## src/rtl/sonic_vc_packet_arbiter.sv

```systemverilog
// Packet-atomic arbiter merging two streaming sources onto one registered output.
// Alternates grants on contention and discards orphan (non-SOP) beats while idle.
module sonic_vc_packet_arbiter #(
  parameter int unsigned DATA_W  = 128,
  parameter int unsigned EMPTY_W = 2
) (
  input  logic               clk,
  input  logic               reset_n,
  input  logic               in0_valid,
  output logic               in0_ready,
  input  logic [DATA_W-1:0]  in0_data,
  input  logic               in0_error,
  input  logic               in0_startofpacket,
  input  logic               in0_endofpacket,
  input  logic [EMPTY_W-1:0] in0_empty,
  input  logic               in1_valid,
  output logic               in1_ready,
  input  logic [DATA_W-1:0]  in1_data,
  input  logic               in1_error,
  input  logic               in1_startofpacket,
  input  logic               in1_endofpacket,
  input  logic [EMPTY_W-1:0] in1_empty,
  input  logic               out_ready,
  output logic               out_valid,
  output logic [DATA_W-1:0]  out_data,
  output logic               out_error,
  output logic               out_startofpacket,
  output logic               out_endofpacket,
  output logic [EMPTY_W-1:0] out_empty,
  output logic               out_channel,
  output logic [15:0]        drop_count
);

  localparam int unsigned      CNT_W   = 16;
  localparam logic [CNT_W-1:0] CNT_MAX = '1;

  typedef enum logic {
    ST_IDLE = 1'b0,
    ST_BUSY = 1'b1
  } state_e;

  state_e             state_q, state_d;
  logic               grant_q, grant_d;
  logic               last_grant_q, last_grant_d;
  logic               out_valid_q, out_valid_d;
  logic [DATA_W-1:0]  out_data_q, out_data_d;
  logic               out_error_q, out_error_d;
  logic               out_sop_q, out_sop_d;
  logic               out_eop_q, out_eop_d;
  logic [EMPTY_W-1:0] out_empty_q, out_empty_d;
  logic               out_channel_q, out_channel_d;
  logic [CNT_W-1:0]   drop_count_q, drop_count_d;

  logic               req0, req1, drop0, drop1;
  logic               out_free, accept;
  logic [CNT_W:0]     drop_sum;
  logic               sel_valid, sel_error, sel_sop, sel_eop;
  logic [DATA_W-1:0]  sel_data;
  logic [EMPTY_W-1:0] sel_empty;

  assign req0     = in0_valid && in0_startofpacket;
  assign req1     = in1_valid && in1_startofpacket;
  assign drop0    = in0_valid && !in0_startofpacket;
  assign drop1    = in1_valid && !in1_startofpacket;
  assign out_free = !out_valid_q || out_ready;
  assign drop_sum = {1'b0, drop_count_q} + (CNT_W+1)'(drop0) + (CNT_W+1)'(drop1);

  // Beat of the currently granted source
  assign sel_valid = grant_q ? in1_valid         : in0_valid;
  assign sel_data  = grant_q ? in1_data          : in0_data;
  assign sel_error = grant_q ? in1_error         : in0_error;
  assign sel_sop   = grant_q ? in1_startofpacket : in0_startofpacket;
  assign sel_eop   = grant_q ? in1_endofpacket   : in0_endofpacket;
  assign sel_empty = grant_q ? in1_empty         : in0_empty;
  assign accept    = (state_q == ST_BUSY) && sel_valid && out_free;

  // Ready: drain orphans while idle, follow output register space while busy
  always_comb begin
    in0_ready = 1'b0;
    in1_ready = 1'b0;
    if (reset_n) begin
      if (state_q == ST_IDLE) begin
        in0_ready = drop0;
        in1_ready = drop1;
      end else begin
        in0_ready = !grant_q && out_free;
        in1_ready = grant_q && out_free;
      end
    end
  end

  always_comb begin
    state_d       = state_q;
    grant_d       = grant_q;
    last_grant_d  = last_grant_q;
    out_valid_d   = out_valid_q;
    out_data_d    = out_data_q;
    out_error_d   = out_error_q;
    out_sop_d     = out_sop_q;
    out_eop_d     = out_eop_q;
    out_empty_d   = out_empty_q;
    out_channel_d = out_channel_q;
    drop_count_d  = drop_count_q;

    if (out_valid_q && out_ready) begin
      out_valid_d = 1'b0;
    end

    if (state_q == ST_IDLE) begin
      drop_count_d = drop_sum[CNT_W] ? CNT_MAX : drop_sum[CNT_W-1:0];
      if (req0 || req1) begin
        // On a tie the source that did not win last time gets the grant
        grant_d = (req0 && req1) ? !last_grant_q : req1;
        state_d = ST_BUSY;
      end
    end else if (accept) begin
      out_valid_d   = 1'b1;
      out_data_d    = sel_data;
      out_error_d   = sel_error;
      out_sop_d     = sel_sop;
      out_eop_d     = sel_eop;
      out_empty_d   = sel_empty;
      out_channel_d = grant_q;
      if (sel_eop) begin
        state_d      = ST_IDLE;
        last_grant_d = grant_q;
      end
    end
  end

  always_ff @(posedge clk) begin
    if (!reset_n) begin
      state_q       <= ST_IDLE;
      grant_q       <= 1'b0;
      last_grant_q  <= 1'b1;
      out_valid_q   <= 1'b0;
      out_data_q    <= '0;
      out_error_q   <= 1'b0;
      out_sop_q     <= 1'b0;
      out_eop_q     <= 1'b0;
      out_empty_q   <= '0;
      out_channel_q <= 1'b0;
      drop_count_q  <= '0;
    end else begin
      state_q       <= state_d;
      grant_q       <= grant_d;
      last_grant_q  <= last_grant_d;
      out_valid_q   <= out_valid_d;
      out_data_q    <= out_data_d;
      out_error_q   <= out_error_d;
      out_sop_q     <= out_sop_d;
      out_eop_q     <= out_eop_d;
      out_empty_q   <= out_empty_d;
      out_channel_q <= out_channel_d;
      drop_count_q  <= drop_count_d;
    end
  end

  assign out_valid         = out_valid_q;
  assign out_data          = out_data_q;
  assign out_error         = out_error_q;
  assign out_startofpacket = out_sop_q;
  assign out_endofpacket   = out_eop_q;
  assign out_empty         = out_empty_q;
  assign out_channel       = out_channel_q;
  assign drop_count        = drop_count_q;

endmodule

```

## config.mk

```make
export PLATFORM = sky130hd
export DESIGN_NAME = sonic_vc_packet_arbiter
export DESIGN_NICKNAME = d
export VERILOG_FILES = /design/src/rtl/sonic_vc_packet_arbiter.sv
export SDC_FILE = /design/constraint.sdc
export NUM_CORES = 1
export LEC_CHECK = 0
export BUFFER_PORTS_ARGS = -buffer_cell sky130_fd_sc_hd__buf_2
export CORE_AREA = 2 2 165 167
export CTS_CLUSTER_SIZE = 20
export DETAILED_ROUTE_END_ITERATION = 10
export DIE_AREA = 0 0 167 169
export PLACE_DENSITY = 0.55
export SLEW_MARGIN = 15
export SYNTH_ARGS = -nofsm -noshare
export SYNTH_HDL_FRONTEND = slang
export SYNTH_SLANG_ARGS = --single-unit
```

## constraint.sdc

```tcl
create_clock -name clk -period 5.1 [get_ports clk]
set_input_delay 0 -clock clk [delete_from_list [all_inputs] [get_ports clk]]
set_output_delay 0 -clock clk [all_outputs]
set_load 0.1 [all_outputs]
```

==> After elaboration in Yosys (flattened, before gate mapping) <==
Cells that the tools add are included.
{ "word_totals": {"register_bits": 154, "latchBits": 0, "ramBits": 0, "rom_bits": 0, "inputBits": 271, "output_inout_bits": 153, "elab_cells": 53, "memories": 0} }
{ "op_classes": {"add_sub_neg": 2, "n_mul": 0, "div": 0, "magnitude_cmp": 0, "n_eq_ne": 0, "shifts": 0, "mux": 19, "bitwise": 1, "reduce_logical": 20} }
{ "ops": {"columns": ["operator", "n"], "rows": [
  ["two-way mux 128 bit", 1],
  ["adder 16 x 1 -> 17 bit", 1],
  ["adder 17 x 1 -> 17 bit", 1],
  ["two-way mux 1 bit", 16],
  ["two-way mux 16 bit", 1],
  ["logical AND 1 bit", 10],
  ["zero test 1 bit", 5],
  ["AND reduction 2 bit", 2],
  ["AND reduction 3 bit", 1],
  ["logical OR 1 bit", 2],
  ["two-way mux 2 bit", 1],
  ["inverter 1 bit", 1]
]} }

==> Logic depth before layout (Yosys ltp) <==
{ "logic_depth": {"word_depth": 5, "mapped_depth": 8, "depth_no_buf": 7} }

==> Least setup slack after synthesis <==
No wires, ideal clock.
{ "synth_path": {"path_kind": "reg-to-reg", "from": "register drop_count_q[0], in the netlist drop_count[0]", "to": "register drop_count_q[4], in the netlist drop_count[4]", "setup_ns": 0.076, "arrival_ns": 2.495, "required_time_ns": 5.024, "path_slack_ns": 2.529, "path_stages_with_launch": 8, "path_buffers": 1, "synth_period_minus_slack_ns": 2.571, "cell_sequence": "dfxtp_1 -> fa_1 -> ha_1 -> nand4_1 -> or2_1 -> or2_1 -> buf_2 -> a21boi_0"} }
{ "synth_between": {"elab_chain_cells": 3} }
{ "synth_rtl": {"columns": ["item", "line", "rtl"], "rows": [
  ["from (decl)", "52", "logic [CNT_W-1:0] drop_count_q, drop_count_d;"],
  ["from (signal assigned)", "155", "drop_count_q <= drop_count_d;"],
  ["adder 16 x 1 -> 17 bit", "66", "assign drop_sum = {1'b0, drop_count_q} + (CNT_W+1)'(drop0) + (CNT_W+1)'(drop1);"],
  ["adder 17 x 1 -> 17 bit", "66", null],
  ["two-way mux 16 bit", "110", "drop_count_d = drop_sum[CNT_W] ? CNT_MAX : drop_sum[CNT_W-1:0];"]
]} }
No other way between the ends.
A chain may end at the register's enable or synchronous reset.

==> Worst setup path in the final report <==
{ "layout_path": {"from": "register grant_q", "to": "register out_data_q[97], in the netlist out_data[97]"} }
{ "layout_between": {"elab_chain_cells": 4, "elab_cells_between_ends": 5, "cone_classes": "2 x mux; 3 x reduce/logical"} }
{ "layout_rtl": {"columns": ["item", "line", "rtl"], "rows": [
  ["from (decl)", "43", "logic grant_q, grant_d;"],
  ["from (signal assigned)", "146", "grant_q <= grant_d;"],
  ["two-way mux 1 bit", "69", "assign sel_valid = grant_q ? in1_valid : in0_valid;"],
  ["logical AND 1 bit (2 in series)", "75", "assign accept = (state_q == ST_BUSY) && sel_valid && out_free;"],
  ["AND reduction 2 bit (no line)", null, null],
  ["to (signal assigned)", "149", "out_data_q <= out_data_d;"],
  ["to (decl)", "46", "logic [DATA_W-1:0] out_data_q, out_data_d;"]
]} }
Several ways; a longest one is shown, not always the timed one.

==> results.md <==
Status:
- The flow ran to the end, and the final reports show no timing, DRC or antenna violations.

Power and ir drop:
- The part of the power in registers is between 30% and 40%.
- The proportion of power drawn by combinational gates is around a third.
- In this run the static leakage power is ~7 nW.
- The net switching power figure is between 0.001 and 0.0015 W.
- The switching part of the total is about two fifths.
- The clock power share is between 30% and 40%.
- Power spread over the standard cell area amounts to around 300 mW/mm².
- The internal power of the cells totals between 0.002 and 0.0025 W.
- The worst-case IR drop observed on VDD is ~0.14 mV.

Synth:
- In the synthesized netlist the async set-or-reset flop fraction comes to 0%.
- Synthesis handed over a netlist of a little over 700 instances.
- The synthesized design spends more area on one cell type than any other, namely sky130_fd_sc_hd__dfxtp_1.
- The post-synth net total is about 990.
- In the post-synthesis netlist, the cell with the most instances is sky130_fd_sc_hd__dfxtp_1.
- In the synthesized netlist the dominant register cell turns out to be sky130_fd_sc_hd__dfxtp_1.
- The synthesized design contains 0 enable-type register cells.
- Counting flops and latches in the post-synthesis netlist gives 154.
- After synthesis, flip-flops and latches occupy between 40% and 50% of the total area.
- The count of unique library cells instantiated by Yosys is 36.
- For this run, the number of Yosys warnings is 0.
- The average cell area after synthesis is between 10 and 15 µm².
- Yosys attributes the largest share of cell area to sky130_fd_sc_hd__dfxtp_1, sky130_fd_sc_hd__mux2i_1, sky130_fd_sc_hd__o211a_1, sky130_fd_sc_hd__nand2_1, sky130_fd_sc_hd__buf_6.
- The area share of the leading cell type in the synthesized netlist is between 40% and 50%.
- By count the netlist is led by sky130_fd_sc_hd__dfxtp_1, sky130_fd_sc_hd__nand2_1, sky130_fd_sc_hd__mux2i_1.
- The cell area that synthesis handed to floorplanning was between 0.007 and 0.008 mm².

GRT:
- The number of antenna violations at the first check in global routing is 3.
- The leftover overflow at the end of global routing is 0.
- The via count of the first global-routing pass came to between 8,000 and 9,000.
- The pin count of the biggest net entering global routing is ~260.
- The first global-routing pass estimated roughly 42,000 µm of wire.
- Across every metal layer, demand over resource in global routing totals about 18%.

Route:
- The sum of met2 wire segment lengths after detailed routing is 13,300 µm.
- The detailed-routing wirelength on met1 is 11,200 µm.
- The amount of wire on met3 after detailed routing is roughly 1800 µm.
- The number of design rule violations left after detail routing is 0.
- The detailed router's first-iteration violation count is 370.
- After detailed routing, the average wire length per cell comes to 15.7 µm.
- The remaining number of nets flagged by the antenna check after routing is 0.
- The highest metal layer with signal wires is met4.
- The number of iterations in the first detailed-routing pass is 4.
- Detailed routing inserted a total of approximately 8,000 vias.
- Dividing the detail-routed via count by the number of cells gives 4.63.
- For this block, the routed nets add up to between 20,000 and 30,000 µm of wire.

STA:
- The final sum of negative setup slack is 0 ns.
- Between clock sinks in the finished design, the worst skew comes to 0.0102 ns.
- At the pin with the least slew margin, the transition time is between 1 and 1.5 ns.
- The share of the cycle needed by the critical path after routing is between 50% and 60%.
- Static timing analysis puts the maximum clock frequency at ~0.35 GHz.
- The relative slew slack is about a tenth.
- Setup repair after global routing left no endpoint under its margin.
- The setup-violating endpoint count in the final report is 0.
- Hold timing on the final database bottoms out at a slack of about 0.023 ns.
- The final critical-path required period is 2.85 ns.
- The final-report hold violation count was 0.
- The number of max-slew violations in the final report is 0.

Finish:
- The filler cell count in the final layout is between 2,000 and 2,500.
- Relative to the synthesized area, the layout overhead comes to 72.9%.
- For this run, the share of the core covered by cells in the final layout is between 40% and 50%.
- The net count of the finished layout is between 1,500 and 2,000.
- The post-route netlist has approximately 34% of its cells at a drive strength greater than 1.

Clock tree:
- The clock tree synthesis step divided the H-tree into 4 levels.
- The register clock-pin slew on the reported worst setup and hold paths is roughly 0.06 ns.
- Counting along the longest clock path gives a buffer depth of 2.
- The number of clock sinks is about 150.
- Clock latency on the worst-skew pair, taken at its later pin, is between 0.4 and 0.5 ns.
- The number of setup buffers added after CTS is 0.
- The CTS tree is done.
- TritonCTS created 17 clock buffers.
- The tree is rooted in a sky130_fd_sc_hd__clkbuf_16.

Setup path:
- The required time at the endpoint of the critical path is roughly 5.4 ns.
- By startpoint and endpoint, the worst setup path is classified as flip-flop to flip-flop.
- The startpoint class of the critical path is a flip-flop.
- Of all nets on the critical path, the largest fanout is 56.
- The critical path endpoint category is a flip-flop.
- Data on the critical path arrives at its endpoint at between 3 and 4 ns.

Floorplanning:
- The floorplan step defined a core boundary enclosing around 0.027 mm².
- Row generation in the floorplan step produced 60 rows.
- The chip width is around 170 µm.
- The effective utilization at floorplan is ~28%.
- The floorplan step defined a die boundary enclosing 0.0282 mm².
- The die outline height is 169 µm.
- between 400 and 500 I/O pins were placed.

Placement:
- The number of buffer cells added on primary ports is between 400 and 500.
- Routability-driven placement finished with a final weighted congestion of between 0.7 and 0.8.
- The half-perimeter wire length after detailed placement is approximately 16,000 µm.

Flow run:
- The reported max-cap violation count is 0.

Worst hold path:
- The kind of path behind the tightest hold check is input pin to flip-flop.
-- registers in the layout, summed over array words and instances, names as in the netlist --
| name | cells |
|---|---|
| drop_count | 16 |
| grant_q | 1 |
| last_grant_q | 1 |
| out_channel | 1 |
| out_data | 128 |
| out_empty | 2 |
| out_endofpacket | 1 |
| out_error | 1 |
| out_startofpacket | 1 |
| out_valid | 1 |
| state_q | 1 |
-- per-layer routing --
layer  track usage (%)  vias up
li1                  -     3882
met1              21.3     3731
met2              32.7      313
met3              4.35       30
met4              6.78        0
met5                 0        -
-- layout make-up --
class	count	area, µm²	area share (%)
Timing Repair Buffer	696	4850	38.1
Multi-Input combinational cell	493	3830	30.0
Sequential cell	154	3090	24.2
Clock buffer	19	443	3.47
Tap cell	341	427	3.34
Clock inverter	13	108	0.844
Antenna cell	3	7.51	0.0589
-- worst max-delay path, stage by stage, from the launching register on --
cell,delay (ns)
sky130_fd_sc_hd__dfxtp_4,0.68
sky130_fd_sc_hd__buf_4,0.83
sky130_fd_sc_hd__mux2i_1,0.29
sky130_fd_sc_hd__dlygate4sd3_1,0.60
sky130_fd_sc_hd__nand2_1,0.06
sky130_fd_sc_hd__o211a_1,0.18
-- repair_timing --
item | CTS | global route
gates resized for setup | 0 | 0
hold buffers | 269 | 0
hold endpoints to repair | 136 | 0
-- layout by cell type (no fill, tap or decap), drive strengths merged, types with 4 or more instances in the layout --
master / n
o211a: 133
dfxtp: 154
nand2: 146
buf: 427
nor2: 6
nand4: 4
nand4b: 4
mux2i: 135
a21boi: 17
inv: 6
nor2b: 7
clkinvlp: 4
xnor2: 10
clkbuf: 19
dlygate4sd3: 269
-- stage by stage --
stage               instances  area [µm²]  power, W  worst slack [ns]
detailed placement       1415        9510   0.00248              2.68
floorplan                 712        7380   0.00225              2.53
CTS                      1716       12700   0.00390              2.28
global route             1718       12800   0.00404              2.12
finish                   1719       12800   0.00387              2.25
global placement         1415        9510   0.00248              2.75
-- path summary, 6_finish.rpt --
path | startpoint | end | slack, ns | cells after the start
worst max-delay path | grant_q | out_data[97] | 2.25 | 5
worst max register to register | grant_q | out_data[97] | 2.25 | 5
worst min-delay path | in1_data[17] | out_data[17] | 0.02 | 4
worst min register to register | out_data[35] | out_data[35] | 0.49 | 1
-- power by group through the flow --
stage	Clock (W)	Sequential (W)	Combinational, W
after floorplan	0	0.00196	0.000291
after global placement	0	0.00136	0.00112
after detailed placement	0	0.00137	0.00112
after CTS	0.00124	0.00134	0.00132
after global routing	0.00129	0.00135	0.00139
final	0.00120	0.00134	0.00133
-- cells by family after synthesis --
kind of cell,count (synthesis),share of synthesized area [%]
flops,154,41.8
xor+xnor,11,1.31
buf+inv,65,6.38
mux,137,18.7
compound gates,159,20.6
simple gates,184,10.8
fa+ha+maj,2,0.441
Note: power is estimated with default switching activity, not from simulation.
